[src/rtl/or_reduce_scheduler.sv]
// or_reduce_scheduler: multi-cycle OR reduction of a WIDTH-bit operand.
// One registered OR layer is reused in one of two schedules: a balanced
// tree (log2(WIDTH) steps) or a linear chain (WIDTH-1 steps). The result
// and the number of steps taken are presented over a valid/ready handshake.
module or_reduce_scheduler #(
    parameter  int WIDTH = 8,
    localparam int CW    = $clog2(WIDTH)
) (
    input  logic             clk,
    input  logic             rst_n,
    input  logic [WIDTH-1:0] in_data,
    input  logic             in_valid,
    output logic             in_ready,
    input  logic             mode,
    output logic             out_data,
    output logic             out_valid,
    input  logic             out_ready,
    output logic             busy,
    output logic [CW-1:0]    cycles
);

    typedef enum logic [1:0] {
        IDLE,
        REDUCE,
        DONE
    } state_t;

    state_t           state_q, state_d;
    logic [WIDTH-1:0] r_q, r_d;      // working operand
    logic             m_q, m_d;      // latched schedule: 0 = tree, 1 = chain
    logic [CW-1:0]    s_q, s_d;      // steps completed so far
    logic [CW-1:0]    t_q, t_d;      // steps required for this operation

    logic [CW-1:0]    s_inc;
    logic [WIDTH-1:0] tree_r;
    logic [WIDTH-1:0] chain_r;

    // Candidate next values of R for one tree step and one chain step.
    // NOTE: every combinational output gets a default before any branch so no latch is inferred.
    always_comb begin
        s_inc  = s_q + CW'(1);
        tree_r = '0;
        for (int i = 0; i < WIDTH / 2; i++) begin
            // Live width halves every step; pairs beyond it collapse to 0.
            if (i < ((WIDTH >> s_q) / 2)) begin
                tree_r[i] = r_q[2*i] | r_q[2*i+1];
            end
        end
        // Chain folds the next untouched bit into R[0]; S+1 never exceeds WIDTH-1.
        chain_r    = r_q;
        chain_r[0] = r_q[0] | r_q[s_inc];
    end

    // Next-state and datapath update for the IDLE/REDUCE/DONE controller.
    always_comb begin
        state_d = state_q;
        r_d     = r_q;
        m_d     = m_q;
        s_d     = s_q;
        t_d     = t_q;
        case (state_q)
            IDLE: begin
                if (in_valid && in_ready) begin
                    r_d     = in_data;
                    m_d     = mode;
                    s_d     = '0;
                    t_d     = mode ? CW'(WIDTH - 1) : CW'(CW);
                    state_d = REDUCE;
                end
            end
            REDUCE: begin
                r_d = m_q ? chain_r : tree_r;
                s_d = s_inc;
                if (s_inc == t_q) begin
                    state_d = DONE;
                end
            end
            DONE: begin
                if (out_ready) begin
                    state_d = IDLE;
                end
            end
            default: state_d = IDLE;
        endcase
    end

    // State and datapath registers.
    // NOTE: R is cleared on reset too, so an aborted operation leaves no stale operand behind.
    always_ff @(posedge clk or negedge rst_n) begin
        if (!rst_n) begin
            state_q <= IDLE;
            r_q     <= '0;
            m_q     <= 1'b0;
            s_q     <= '0;
            t_q     <= '0;
        end else begin
            // NOTE: non-blocking assignments so every register samples pre-edge values.
            state_q <= state_d;
            r_q     <= r_d;
            m_q     <= m_d;
            s_q     <= s_d;
            t_q     <= t_d;
        end
    end

    // Outputs decoded from registered state; only in_ready also sees rst_n.
    assign in_ready  = (state_q == IDLE) && rst_n;
    assign busy      = (state_q != IDLE);
    assign out_valid = (state_q == DONE);
    assign out_data  = (state_q == DONE) ? r_q[0] : 1'b0;
    assign cycles    = (state_q == DONE) ? t_q : '0;

endmodule

[config.mk]
export PLATFORM = sky130hd
export DESIGN_NAME = or_reduce_scheduler
export DESIGN_NICKNAME = d
export VERILOG_FILES = /design/src/rtl/or_reduce_scheduler.sv
export SDC_FILE = /design/constraint.sdc
export NUM_CORES = 1
export LEC_CHECK = 0
export CAP_MARGIN = 20
export CORE_MARGIN = 2
export CORE_UTILIZATION = 35
export DETAILED_ROUTE_END_ITERATION = 7
export GPL_TIMING_DRIVEN = 0
export HOLD_SLACK_MARGIN = 0.06
export MAX_ROUTING_LAYER = met4
export PLACE_DENSITY_LB_ADDON = 0.05
export REMOVE_ABC_BUFFERS = 1
export SLEW_MARGIN = 15
export SYNTH_ARGS = -nofsm -noshare
export SYNTH_HDL_FRONTEND = slang
export SYNTH_SLANG_ARGS = --single-unit
[constraint.sdc]
create_clock -name clk -period 2.14 [get_ports clk]
set_clock_uncertainty 0.15 [all_clocks]
set_input_delay 0.428 -clock clk [delete_from_list [all_inputs] [get_ports clk]]
set_output_delay 0.428 -clock clk [all_outputs]
set_load 0.02 [all_outputs]
==> Word level (Yosys, flattened, before mapping) <==
Index checks and enable logic that the tools add are counted.
{ "word_totals": {"out_inout_bits": 7, "input_bits": 13, "reg_bits": 17, "word_cells": 54} }
{ "classes": {"n_reduce_logical": 9, "magnitude_cmp": 5, "n_addsub": 2, "n_bitwise": 6, "mux": 18, "eq_ne": 7, "shift": 1} }
{ "ops": {"columns": ["op", "n"], "rows": [
  ["$lt A3 B32 Y1 const A", 2],
  ["$add A32 B1 Y32", 1],
  ["$lt A1 B32 Y1 const A", 1],
  ["$lt A2 B32 Y1 const A", 1],
  ["$shr A4 B3 Y32 const A", 1],
  ["$mux W8", 2],
  ["$pmux W8 S2", 1],
  ["$mux W3", 3],
  ["$mux W1", 6],
  ["$mux W2", 3],
  ["$ne A2 B2 Y1 const B", 3],
  ["$pmux W2 S3", 1],
  ["$pmux W3 S2", 1],
  ["$reduce_and A3 Y1", 2],
  ["$or A1 B1 Y1", 5],
  ["$lt A3 B4 Y1 const B", 1],
  ["$reduce_and A2 Y1", 2],
  ["$reduce_bool A2 Y1", 2],
  ["$add A3 B1 Y3 const B", 1],
  ["$bmux W1 S3", 1],
  ["$eq A3 B3 Y1", 1],
  ["$eq A2 B1 Y1 const B", 1],
  ["$eq A2 B2 Y1 const B", 1],
  ["$logic_and A1 B1 Y1", 2],
  ["other kinds (3)", 3]
]} }

==> Logic depth before layout (Yosys ltp) <==
{ "depth": {"depth_word": 7, "ltp_mapped": 6, "ltp_nobuf": 6} }

==> Worst setup path after synthesis <==
OpenSTA, ideal clock, no wires.
{ "synth_path": {"kind": "reg-to-output", "startpoint": "reg state_q[1]", "endpoint": "out cycles[1]", "slack_ns": 0.216, "path_stages_with_launch": 4, "t_arrival_ns": 1.346, "cell_sequence": "dfrtp_1 > nor2b_1 > and2_1 > buf_4"} }
{ "synth_via": {"elab_chain_cells": 2} }
{ "synth_lines": {"columns": ["item", "line_no", "rtl"], "rows": [
  ["start: declaration", "28", "state_t state_q, state_d;"],
  ["start signal: assignment", "98", "state_q <= state_d;"],
  ["$eq A2 B2 Y1", null, null],
  ["named net out_valid", "16", "output logic out_valid,"],
  ["$mux W3", "111", "assign cycles = (state_q == DONE) ? t_q : '0;"],
  ["end: declaration", "19", "output logic [CW-1:0] cycles"]
]} }
The timed path passes the listed nets, and every way through them passes these cells.

==> Worst setup path after layout <==
{ "layout_path": {"startpoint": "reg s_q[0]", "endpoint": "reg r_q[0]"} }
{ "layout_via": {"elab_chain_cells": 7, "word_cells_on_any_way": 11, "cone_classes": "2 x add/sub; 1 x order compare; 1 x shift; 5 x mux; 2 x bitwise"} }
{ "layout_lines": {"columns": ["item", "line_no", "rtl"], "rows": [
  ["start: declaration", "31", "logic [CW-1:0] s_q, s_d;"],
  ["start signal: assignment", "94", "s_q <= '0;"],
  ["start signal: assignment", "101", "s_q <= s_d;"],
  ["$shr A4 B3 Y32", "45", "if (i < ((WIDTH >> s_q) / 2)) begin"],
  ["$and A1 B1 Y1 (no source line)", null, null],
  ["$add A32 B1 Y32 (no source line)", null, null],
  ["$lt A1 B32 Y1", "45", null],
  ["$mux W1", "45", null],
  ["$mux W8 *", "72", "r_d = m_q ? chain_r : tree_r;"],
  ["$pmux W8 S2 *", "61", "case (state_q)"],
  ["end signal: assignment", "99", "r_q <= r_d;"],
  ["end: declaration", "29", "logic [WIDTH-1:0] r_q, r_d;"]
]} }
Every way passes the cells marked *; elsewhere a longest branch is shown, timed or not. The select of a mux whose other input is x is not followed.
A chain may end at the register's enable or synchronous reset.

==> flow_summary_export.csv <==
group,metric,value,unit
routing,ant_nets,0,
global_route,grt.overflow.total,0,
cts,cts_root_buf,"clkbuf_4",
setup_path,slowest_stage,"dfrtp_1",
routing,drc,0,
cts,tritoncts,"yes",
routing,drt_iter0_markers,13,
setup_path,worst_setup_path_start_kind,"flop",
outcome,status,"finished, final reports clean",
cts,cts.sinks,15,
yosys,async_flop_share,1.00,
setup_path,criticalPathCategory,"flop to flop",
cts,postCtsSetupRepairBufs,0,
final_layout,fill_cells,220,
timing,finalCritPeriodShare,0.965,
final_layout,area.sequential,375,um^2
floorplanning,die-height,53.7,um
cts,clock_path_buffers,2,
timing,setup_viol_count_final,0,
placement,gp_congestion,0.734,
setup_path,crit_arrival,2.07,ns
setup_path,worstSetupEndpointType,"flop",
cts,path_clk_slew,0.09,ns
cts,cts_buffers,3,
yosys,synth_edf_count,0,
setup_path,reg2reg_to,"r_q[0]",
timing,hold_viol,0,
power_and_ir_drop,p_leak,0.513,nW
yosys,yosys_warnings,0,
timing,rsz0062_at_grt,"false",
yosys,synth_seq_cells,15,
placement,portBuffers,19,
final_layout,drive_gt1_frac,0.0909,
routing,routed_via_density,5.26,
floorplanning,core-area,0.00228,mm^2
setup_path,cp-startpoint,"s_q[0]",
flow_run,maxCapViolCount,0,
cts,h-tree-depth,1,
timing,slew_headroom,0.556,
floorplanning,dieArea,0.00288,mm^2
floorplanning,start_util,0.379,
floorplanning,fp-row-count,17,
setup_path,cp_cell_sequence,"ha_1, xnor2_1, mux4_2, mux2i_1, a22oi_1",
setup_path,worst_r2r_startpoint,"s_q[0]",
floorplanning,die_w,53.7,um
final_layout,final_util,0.487,
yosys,postSynthCellCount,89,
placement,hpwl,1350,um
yosys,synth.avg_cell_area,9.70,um^2
min_path,hold_path.class,"flop to flop",
setup_path,reg2reg_slack,0.08,ns
timing,max_freq,484,MHz
routing,wl_per_cell,13.3,um
yosys,ys.flop_type,"dfrtp_1",
timing,worstMarginPinSlew,0.664,ns
setup_path,max_stage_delay,0.48,ns
setup_path,r2r_cells,5,
yosys,netlist_area,863,um^2
power_and_ir_drop,power.density,1290,mW/mm^2
routing,wl,1840,um
final_layout,nets,128,
global_route,grt_util_all_layers,0.157,
setup_path,cp.required,2.14,ns
yosys,netlist-cell-type-count,32,
routing,vias,726,
final_layout,antennaDiodeCount,0,
global_route,grt_pass1_wl,3150,um
setup_path,crit_path_end,"r_q[0]",
final_layout,multi_input_area,452,um^2
global_route,grt_max_degree,16,
floorplanning,ios,20,
timing,period_needed,2.06,ns
timing,tns,0,ns
timing,finalMaxSlewViolations,0,
global_route,antenna_found_initial,0,
placement,dp_worst_setup_slack,-0.811,ns
power_and_ir_drop,peakVddDrop,598,uV
routing,drtPass1Iterations,4,
global_route,grt_pass1_vias,690,
cts,insertion_delay,0.28,ns
setup_path,critPathMaxFanout,7,
timing,setup_ws,0.0755,ns
final_layout,syn_to_final_growth,28.4,%
yosys,yosysSeqAreaShare,0.435,
final cells by class:
type | count | share of cell area
clock buffers | 4 | 0.0237
multi-input cells | 64 | 0.407
inverters | 7 | 0.0237
flip-flops and latches | 15 | 0.339
well taps | 28 | 0.0316
repair buffers | 20 | 0.175
sequential cells by signal (all words and copies together) (netlist names):
register,cells
r_q,8
s_q,3
state_q,2
m_q,1
t_q,1
worst min-delay path by stage:
stage | from | to | slack, ns | depth (start not counted)
finish | t_q[1] | t_q[1] | 0.36 | 1
global route | t_q[1] | t_q[1] | 0.40 | 1
CTS | t_q[1] | t_q[1] | 0.38 | 1
detailed placement | t_q[1] | t_q[1] | 0.35 | 1
global placement | r_q[2] | r_q[2] | 0.34 | 2
floorplan | rst_n | m_q | -0.02 | 0
per-stage QoR:
step,hold WS [ns],area [um^2],instances,power (mW)
4_1_cts,0.376,1110,138,1.44
5_1_grt,0.404,1110,138,1.56
3_3_place_gp,0.344,1070,133,1.27
3_5_place_dp,0.353,1070,133,1.28
6_report,0.364,1110,138,1.43
2_1_floorplan,-0.0176,846,86,1.06
where the power goes:
| part | total, mW | internal (mW) | leakage, nW | switching, mW |
|---|---|---|---|---|
| registers | 0.531 | 0.401 | 0.187 | 0.130 |
| logic | 0.735 | 0.338 | 0.311 | 0.397 |
| clock network | 0.161 | 0.0722 | 0.0150 | 0.0893 |
cells in the final DEF, fill, tap and decap left out, drive strengths merged, types with 2 or more instances in the layout:
cell type	instances
a21oi	4
a22o	5
a22oi	2
and2	3
clkbuf	4
clkdlybuf4s15	2
clkdlybuf4s50	11
dfrtp	15
dlygate4sd2	6
ha	4
inv	7
mux2i	3
nand2	6
nand2b	2
nand3	3
nor2	6
nor2b	2
nor3	3
o21ai	6
or2	2
xnor2	2
cells in the mapped netlist, types with 3 or more instances:
master   number  area [um^2]
a21oi_1       3         15.0
a22o_1        5         43.8
and2_1        3         18.8
dfrtp_1      15          375
ha_1          4         50.1
inv_1         6         22.5
mux2i_1       3         30.0
nand2_1       6         22.5
nand3_1       3         15.0
nor2_1        6         22.5
nor3_1        3         15.0
o21ai_0       6         30.0
kinds of logic after synthesis:
family	after synthesis	synth area share
AND/OR/NAND/NOR	30	0.181
multiplexers	4	0.0609
flip-flops	15	0.435
AO/OA/AOI/OAI	24	0.194
buffers and inverters	10	0.0507
adder cells (fa/ha/maj)	4	0.0580
XOR/XNOR	2	0.0203
per-layer routing:
metal | part of all wire | GRT usage | routed length, um
met1 | 0.48 | 0.214 | 885
met2 | 0.46 | 0.238 | 852
met3 | 0.046 | 0.0167 | 85
met4 | 0.0092 | 0.0641 | 17
met5 | 0 | - | 0
critical path, delay by kind of cell (launching register included):
family	cells	cell delay, ns
muxes	2	0.53
DFF	1	0.48
xor gates and xnor gates	1	0.41
adders and majority gates	1	0.28
AOI/OAI and AO/OA	1	0.08
repair_timing:
item | CTS | global route
hold endpoints to repair | 15 | 0
setup endpoints to repair | 21 | 1
gates resized for setup | 12 | 1
hold buffers | 1 | 0
Note: power is estimated with default switching activity, not from simulation.
